### config.mk
export PLATFORM = sky130hd
export DESIGN_NAME = spi_reg_bridge
export DESIGN_NICKNAME = d
export VERILOG_FILES = /design/src/rtl/spi_reg_pkg.sv /design/src/rtl/spi_reg_bridge_sync_ff.sv /design/src/rtl/spi_reg_bridge.sv
export SDC_FILE = /design/constraint.sdc
export NUM_CORES = 1
export LEC_CHECK = 0
export BUFFER_PORTS_ARGS = -buffer_cell sky130_fd_sc_hd__buf_2
export CAP_MARGIN = 20
export CORE_ASPECT_RATIO = 1.5
export CORE_MARGIN = 1.5
export CORE_UTILIZATION = 50
export DETAILED_ROUTE_END_ITERATION = 10
export PLACE_DENSITY = 0.8
export SLEW_MARGIN = 10
export SYNTH_ARGS = -nofsm -noshare
export SYNTH_HDL_FRONTEND = slang
export SYNTH_HIERARCHICAL = 1
export SYNTH_SLANG_ARGS = --single-unit
export TNS_END_PERCENT = 20
### constraint.sdc
create_clock -name i_Clk -period 4.7 [get_ports i_Clk]
set_input_delay 0.235 -clock i_Clk [delete_from_list [all_inputs] [get_ports i_Clk]]
set_output_delay 0.235 -clock i_Clk [all_outputs]
set_load 0.1 [all_outputs]
### src/rtl/spi_reg_pkg.sv
// Shared types and constants for the SPI command decoder / register bank.
package spi_reg_pkg;
  localparam int ADDR_W = 7;
  localparam int CMD_WR_BIT = 7;
  localparam logic [ADDR_W-1:0] STATUS_ADDR = 7'h7F;

  typedef enum logic [1:0] {
    ST_IDLE,
    ST_CMD,
    ST_WRITE,
    ST_READ
  } state_e;
endpackage

### src/rtl/spi_reg_bridge_sync_ff.sv
// Multi-flop synchroniser for a single asynchronous input; reusable for any CDC bit.
module sync_ff #(
  parameter int   DEPTH     = 2,
  parameter logic RESET_VAL = 1'b1
) (
  input  logic i_Clk,
  input  logic i_Rst,
  input  logic i_D,
  output logic o_Q
);

  logic [DEPTH-1:0] sync_q;

  always_ff @(posedge i_Clk or posedge i_Rst) begin
    if (i_Rst) begin
      sync_q <= {DEPTH{RESET_VAL}};
    end else begin
      sync_q <= {sync_q[DEPTH-2:0], i_D};
    end
  end

  assign o_Q = sync_q[DEPTH-1];

endmodule

### src/rtl/spi_reg_bridge.sv
// Write / burst-read register protocol on top of the SPI slave byte interface.
// state    | meaning
// ST_IDLE  | no transaction; status byte preloaded every cycle
// ST_CMD   | waiting for the command byte (R/W + start address)
// ST_WRITE | each byte is committed at the pointer
// ST_READ  | each byte returns rdata(pointer)
module spi_reg_bridge
  import spi_reg_pkg::*;
#(
  parameter int         NUM_REGS       = 16,
  parameter logic [7:0] STATUS_BYTE    = 8'hA5,
  parameter int         CS_SYNC_STAGES = 4
) (
  input  logic                  i_Clk,
  input  logic                  i_Rst,
  input  logic                  i_RX_DV,
  input  logic [7:0]            i_RX_Byte,
  output logic                  o_TX_DV,
  output logic [7:0]            o_TX_Byte,
  input  logic                  i_SPI_CS_n,
  input  logic [7:0]            i_Status,
  output logic [NUM_REGS*8-1:0] o_Regs,
  output logic                  o_Wr_Strobe,
  output logic [ADDR_W-1:0]     o_Wr_Addr,
  output logic [7:0]            o_Wr_Data,
  output logic                  o_Busy
);

  localparam int ARM_W = $clog2(CS_SYNC_STAGES + 1);

  state_e            state_q, state_d;
  logic [ADDR_W-1:0] ptr_q, ptr_d, wr_addr_q, wr_addr_d, rd_addr;
  logic [7:0]        tx_byte_q, tx_byte_d, wr_data_q, wr_data_d, rd_data;
  logic              tx_dv_q, tx_dv_d, wr_stb_q, wr_stb_d;
  logic [7:0]        regs_q [NUM_REGS];
  logic              cs_sync, cs_act, cs_prev_q, cs_rise;
  logic [ARM_W-1:0]  arm_cnt_q;

  sync_ff #(.DEPTH(CS_SYNC_STAGES), .RESET_VAL(1'b1)) u_cs_sync (
    .i_Clk (i_Clk),
    .i_Rst (i_Rst),
    .i_D   (i_SPI_CS_n),
    .o_Q   (cs_sync)
  );

  assign cs_act = ~cs_sync;

  // The synchroniser shows its reset value until it refills; holding the edge
  // detector "high" meanwhile stops a CS held low across reset from looking new.
  always_ff @(posedge i_Clk or posedge i_Rst) begin
    if (i_Rst) begin
      arm_cnt_q <= ARM_W'(CS_SYNC_STAGES);
      cs_prev_q <= 1'b1;
    end else if (arm_cnt_q != '0) begin
      arm_cnt_q <= arm_cnt_q - ARM_W'(1);
      cs_prev_q <= 1'b1;
    end else begin
      cs_prev_q <= cs_act;
    end
  end

  assign cs_rise = cs_act & ~cs_prev_q;
  assign rd_addr = (state_q == ST_CMD) ? i_RX_Byte[ADDR_W-1:0] : ptr_q;

  always_comb begin
    rd_data = 8'h00;
    for (int n = 0; n < NUM_REGS; n++) begin
      if (rd_addr == ADDR_W'(n)) rd_data = regs_q[n];
    end
    if (rd_addr == STATUS_ADDR) rd_data = i_Status;
  end

  always_comb begin
    state_d   = state_q;
    ptr_d     = ptr_q;
    tx_dv_d   = 1'b0;
    tx_byte_d = tx_byte_q;
    wr_stb_d  = 1'b0;
    wr_addr_d = wr_addr_q;
    wr_data_d = wr_data_q;
    case (state_q)
      ST_IDLE: begin
        tx_dv_d   = 1'b1;
        tx_byte_d = STATUS_BYTE;
        if (cs_rise) state_d = ST_CMD;
      end
      ST_CMD: begin
        if (i_RX_DV) begin
          if (i_RX_Byte[CMD_WR_BIT]) begin
            ptr_d   = i_RX_Byte[ADDR_W-1:0];
            state_d = ST_WRITE;
          end else begin
            ptr_d     = i_RX_Byte[ADDR_W-1:0] + 7'd1;
            tx_dv_d   = 1'b1;
            tx_byte_d = rd_data;
            state_d   = ST_READ;
          end
        end
      end
      ST_WRITE: begin
        if (i_RX_DV) begin
          wr_stb_d  = 1'b1;
          wr_addr_d = ptr_q;
          wr_data_d = i_RX_Byte;
          ptr_d     = ptr_q + 7'd1;
        end
      end
      ST_READ: begin
        if (i_RX_DV) begin
          tx_dv_d   = 1'b1;
          tx_byte_d = rd_data;
          ptr_d     = ptr_q + 7'd1;
        end
      end
      default: state_d = ST_IDLE;
    endcase
    if (state_q != ST_IDLE && !cs_act) state_d = ST_IDLE;
  end

  always_ff @(posedge i_Clk or posedge i_Rst) begin
    if (i_Rst) begin
      state_q   <= ST_IDLE;
      ptr_q     <= '0;
      tx_dv_q   <= 1'b0;
      tx_byte_q <= STATUS_BYTE;
      wr_stb_q  <= 1'b0;
      wr_addr_q <= '0;
      wr_data_q <= 8'h00;
    end else begin
      state_q   <= state_d;
      ptr_q     <= ptr_d;
      tx_dv_q   <= tx_dv_d;
      tx_byte_q <= tx_byte_d;
      wr_stb_q  <= wr_stb_d;
      wr_addr_q <= wr_addr_d;
      wr_data_q <= wr_data_d;
    end
  end

  // Bank is written from the registered strobe, so o_Regs moves the cycle after it.
  always_ff @(posedge i_Clk or posedge i_Rst) begin
    if (i_Rst) begin
      for (int n = 0; n < NUM_REGS; n++) regs_q[n] <= 8'h00;
    end else if (wr_stb_q) begin
      for (int n = 0; n < NUM_REGS; n++) begin
        if (wr_addr_q == ADDR_W'(n)) regs_q[n] <= wr_data_q;
      end
    end
  end

  for (genvar g = 0; g < NUM_REGS; g++) begin : g_flat
    assign o_Regs[g*8 +: 8] = regs_q[g];
  end

  assign o_TX_DV     = tx_dv_q;
  assign o_TX_Byte   = tx_byte_q;
  assign o_Wr_Strobe = wr_stb_q;
  assign o_Wr_Addr   = wr_addr_q;
  assign o_Wr_Data   = wr_data_q;
  assign o_Busy      = (state_q != ST_IDLE);

endmodule

==> flow_results.xml <==
<?xml version="1.0" encoding="UTF-8"?>
<metrics>
  <group name="run_status">
    <metric name="status" unit="">finished, final reports clean</metric>
  </group>
  <group name="logic_synthesis">
    <metric name="netlist_area" unit="sq um">8280</metric>
    <metric name="synth_cell_types" unit="">71</metric>
    <metric name="ffs_latches_synth" unit="">170</metric>
    <metric name="number_of_enable_type_register_cells_in_the_synthesized_netlist" unit="">0</metric>
    <metric name="async_flop_share" unit="%">100</metric>
    <metric name="yosysMostFrequentCell" unit="">sky130_fd_sc_hd__dfrtp_1</metric>
    <metric name="netlist.top_cell.by_area" unit="">sky130_fd_sc_hd__dfrtp_1</metric>
    <metric name="postSynth.topFlopCell" unit="">sky130_fd_sc_hd__dfrtp_1</metric>
    <metric name="syn_avg_cell_area" unit="sq um">12.1</metric>
    <metric name="synthesis.instances" unit="">682</metric>
    <metric name="synthDominantCellAreaShare" unit="%">48.4</metric>
    <metric name="syn_nets" unit="">706</metric>
    <metric name="synth-seq-area-share" unit="%">51.5</metric>
    <metric name="ys_top_cells_by_area" unit="">sky130_fd_sc_hd__dfrtp_1 48%, sky130_fd_sc_hd__mux2_2 19%, sky130_fd_sc_hd__dfstp_2 3.2%, sky130_fd_sc_hd__nand2_1 2.2%, sky130_fd_sc_hd__a22o_1 1.5%</metric>
    <metric name="yosysWarningCount" unit="">6</metric>
    <metric name="synthTopCellsByCount" unit="">160 x sky130_fd_sc_hd__dfrtp_1, 138 x sky130_fd_sc_hd__mux2_2, 49 x sky130_fd_sc_hd__nand2_1, 32 x sky130_fd_sc_hd__nor2_1, 22 x sky130_fd_sc_hd__clkbuf_1</metric>
  </group>
  <group name="cts">
    <metric name="cts.htree.levels" unit="">4</metric>
    <metric name="clockRootBuffer" unit="">sky130_fd_sc_hd__clkbuf_16</metric>
    <metric name="clock_insertion_delay_at_the_later_pin_of_the_skew_report" unit="ns">0.44</metric>
    <metric name="tritoncts_clock_tree" unit="">built</metric>
    <metric name="postcts_setup_bufs" unit="">0</metric>
    <metric name="max-clock-path-buffers" unit="">2</metric>
    <metric name="cts_num_sinks" unit="">170</metric>
    <metric name="path_clk_slew" unit="ns">0.07</metric>
    <metric name="cts_made_buffers" unit="">17</metric>
  </group>
  <group name="placed_design">
    <metric name="postPlaceCellArea" unit="sq um">9270</metric>
    <metric name="portBuffers" unit="">173</metric>
    <metric name="place.detailed.hpwl" unit="mm">19.1</metric>
    <metric name="cell_count_after_placement" unit="">1032</metric>
    <metric name="gp_congestion" unit="">0.964</metric>
  </group>
  <group name="grt">
    <metric name="first_global_vias" unit="">6722</metric>
    <metric name="grt_pass1_wl" unit="mm">39.9</metric>
    <metric name="globalRouteOverflowTotal" unit="">0</metric>
    <metric name="grt_use_total" unit="%">31.6</metric>
    <metric name="grt_antenna_before_repair" unit="">0</metric>
    <metric name="grt_max_degree" unit="">108</metric>
  </group>
  <group name="power_and_ir_drop">
    <metric name="design_power_total" unit="mW">5.20</metric>
    <metric name="power.ir.vdd_worst" unit="V">0.000551</metric>
    <metric name="cellLeakagePower" unit="nW">5.01</metric>
    <metric name="powerDensity" unit="nW/um^2">526</metric>
  </group>
  <group name="setup_path">
    <metric name="timing.critical_path.arrival" unit="ns">3.95</metric>
    <metric name="r2r-start" unit="">state_q[1]</metric>
    <metric name="worst_flop_to_flop_path_endpoint" unit="">o_TX_Byte[4]</metric>
    <metric name="rrSetupSlack" unit="ns">1.05</metric>
    <metric name="worstPathMaxFanout" unit="">23</metric>
    <metric name="cp-start-kind" unit="">flip-flop</metric>
    <metric name="criticalPathCategory" unit="">reg -&gt; reg</metric>
    <metric name="required" unit="ns">5.00</metric>
    <metric name="worst_r2r_path_cells" unit="">6</metric>
    <metric name="critical_path.endpoint_type" unit="">flip-flop</metric>
  </group>
  <group name="floorplan">
    <metric name="design.core.area" unit="sq um">16200</metric>
    <metric name="design.portCount" unit="">174</metric>
    <metric name="fp.dieW" unit="microns">108</metric>
    <metric name="die_footprint" unit="sq um">17400</metric>
    <metric name="die-height" unit="microns">161</metric>
    <metric name="initial_core_util" unit="%">51.1</metric>
    <metric name="fp-row-count" unit="">57</metric>
  </group>
  <group name="flow_run">
    <metric name="maxcap_viol_count" unit="">0</metric>
  </group>
  <group name="detailed_routing">
    <metric name="via_count" unit="">6933</metric>
    <metric name="drt-vias-per-instance" unit="">6.50</metric>
    <metric name="drt_iter0_drc" unit="">711</metric>
    <metric name="drc_errors" unit="">0</metric>
    <metric name="finalWirelength" unit="mm">26.6</metric>
    <metric name="routedWlPerCell" unit="microns">25.0</metric>
    <metric name="antenna_violating_nets_post_route" unit="">0</metric>
    <metric name="detailedRoute.firstPassIterationCount" unit="">6</metric>
  </group>
  <group name="layout">
    <metric name="finish.instance_area" unit="sq um">9900</metric>
    <metric name="layout_cell_share_with_drive_strength_beyond_1" unit="%">44.7</metric>
    <metric name="area_delta_synth_final" unit="%">19.6</metric>
    <metric name="final_util" unit="%">61.2</metric>
    <metric name="nets" unit="">871</metric>
    <metric name="final_cells" unit="">1066</metric>
    <metric name="number_of_antenna_diodes" unit="">0</metric>
    <metric name="fill_cells" unit="">1333</metric>
  </group>
  <group name="timing">
    <metric name="worst_slew_pin_slew" unit="ns">0.982</metric>
    <metric name="report.final.slew_viol_count" unit="">0</metric>
    <metric name="fin_tns_setup" unit="ns">0</metric>
    <metric name="endpoints_failing_setup" unit="">0</metric>
    <metric name="rsz0062_at_grt" unit="">false</metric>
    <metric name="period_share" unit="%">77.7</metric>
    <metric name="final_hold_viol_count" unit="">0</metric>
    <metric name="post-route-min-period" unit="ns">3.65</metric>
    <metric name="max_clock_freq" unit="MHz">274</metric>
    <metric name="timing.max_slew.rel_slack" unit="%">34.0</metric>
    <metric name="finClkSkew" unit="ns">0.0107</metric>
  </group>
  <group name="hold_path">
    <metric name="min_from" unit="">i_Status[1]</metric>
    <metric name="holdCritPathClass" unit="">in -&gt; reg</metric>
    <metric name="hold_end" unit="">o_TX_Byte[1]</metric>
    <metric name="hold_path_depth" unit="">3</metric>
  </group>
</metrics>
[how the worst max path moves through the flow]
stage	startpoint	end	slack [ns]	cells past startpoint
floorplan	o_Wr_Strobe	o_Regs[33]	2.32	3
global placement	state_q[1]	o_TX_Byte[4]	1.24	6
detailed placement	state_q[1]	o_TX_Byte[4]	1.13	6
CTS	state_q[1]	o_TX_Byte[4]	1.08	6
global route	state_q[1]	o_TX_Byte[4]	0.84	6
finish	state_q[1]	o_TX_Byte[4]	1.05	6
[critical path, stage by stage, from the launching register on]
cell                        delay (ns)
sky130_fd_sc_hd__dfrtp_1          0.76
sky130_fd_sc_hd__nand2b_4         0.48
sky130_fd_sc_hd__mux2_2           0.49
sky130_fd_sc_hd__nor4_2           0.83
sky130_fd_sc_hd__nand2b_1         0.15
sky130_fd_sc_hd__a2111oi_0        0.62
sky130_fd_sc_hd__o22ai_1          0.17
[flip-flops by register name, summed over array words and instances (netlist names), 2 cells and up]
name / count
o_Wr_Addr: 7
arm_cnt_q: 3
state_q: 2
o_Wr_Data: 8
ptr_q: 7
o_TX_Byte: 8
u_cs_sync/sync_q: 4
o_Regs: 128
[cell usage in the layout, fill, tap and decap left out, types with 3 or more instances in the layout]
master | synthesis | final
sky130_fd_sc_hd__nor4_2 | 3 | 3
sky130_fd_sc_hd__mux2i_1 | 10 | 10
sky130_fd_sc_hd__nor3_1 | 7 | 7
sky130_fd_sc_hd__inv_1 | 20 | 19
sky130_fd_sc_hd__nor4_1 | 7 | 7
sky130_fd_sc_hd__dfstp_2 | 10 | 10
sky130_fd_sc_hd__nand2_1 | 49 | 49
sky130_fd_sc_hd__o22ai_1 | 9 | 9
sky130_fd_sc_hd__nor3_2 | 3 | 3
sky130_fd_sc_hd__inv_6 | 0 | 5
sky130_fd_sc_hd__and3_1 | 6 | 6
sky130_fd_sc_hd__a31oi_1 | 3 | 3
sky130_fd_sc_hd__nand4_1 | 5 | 5
sky130_fd_sc_hd__a221oi_1 | 9 | 9
sky130_fd_sc_hd__nand3_1 | 17 | 17
sky130_fd_sc_hd__or2_2 | 3 | 3
sky130_fd_sc_hd__o21ai_0 | 18 | 18
sky130_fd_sc_hd__a211oi_1 | 4 | 4
sky130_fd_sc_hd__a21oi_1 | 16 | 16
sky130_fd_sc_hd__a222oi_1 | 12 | 12
sky130_fd_sc_hd__nand2b_1 | 7 | 7
sky130_fd_sc_hd__nor2_1 | 32 | 32
sky130_fd_sc_hd__dfrtp_1 | 160 | 160
sky130_fd_sc_hd__nor2b_1 | 6 | 6
sky130_fd_sc_hd__buf_2 | 7 | 173
sky130_fd_sc_hd__a22oi_1 | 13 | 13
sky130_fd_sc_hd__mux2_2 | 138 | 138
sky130_fd_sc_hd__nor3b_1 | 3 | 3
sky130_fd_sc_hd__clkinv_4 | 0 | 3
sky130_fd_sc_hd__o21ai_1 | 3 | 3
sky130_fd_sc_hd__a22o_1 | 14 | 14
sky130_fd_sc_hd__clkbuf_16 | 0 | 17
sky130_fd_sc_hd__o211ai_1 | 4 | 4
sky130_fd_sc_hd__buf_4 | 0 | 4
sky130_fd_sc_hd__xnor2_1 | 6 | 6
sky130_fd_sc_hd__ha_1 | 4 | 4
[metal layers]
metal	GRT usage, %	wire, microns
met2	52.7	13500
met3	5.80	1790
met1	37.2	9370
met4	19.4	1970
met5	0	0
[per-stage QoR]
stage          setup slack (ns)  hold WS, ns
2_1_floorplan              2.32        0.190
3_3_place_gp               1.24        0.341
3_5_place_dp               1.13        0.337
4_1_cts                    1.08       0.0670
5_1_grt                   0.835       0.0852
6_report                   1.05       0.0696
[power by group]
group | internal, mW | switching [mW] | total (mW) | leakage [nW]
Sequential | 1.63 | 0.355 | 1.98 | 2.29
Clock | 0.830 | 0.630 | 1.46 | 0.300
Combinational | 0.321 | 1.44 | 1.76 | 2.43
[layout make-up]
class | instances | area, sq um | area share, %
timing repair buffer | 180 | 936 | 9.45
clock inverter | 12 | 153 | 1.54
sequential | 170 | 4270 | 43.1
inverter | 20 | 78.8 | 0.796
tap | 206 | 258 | 2.60
multi-input combinational | 458 | 3750 | 37.9
clock buffer | 20 | 457 | 4.61
[timing repair]
item | in CTS | in global routing
resized for setup | 0 | 0
hold endpoints to repair | 5 | 0
hold buffers | 2 | 0
[kinds of logic (layout without fill, tap and decap cells)]
logic type      after synthesis  in the layout  synth area share, %
flops                       170            170                 51.5
simple gates                169            169                 11.5
mux                         152            152                 20.8
compound gates              126            126                 11.8
buf+inv                      54            232                 3.13
xor+xnor                      7              7                0.741
fa+ha+maj                     4              4                0.605
(Power assumes the default switching activity.)
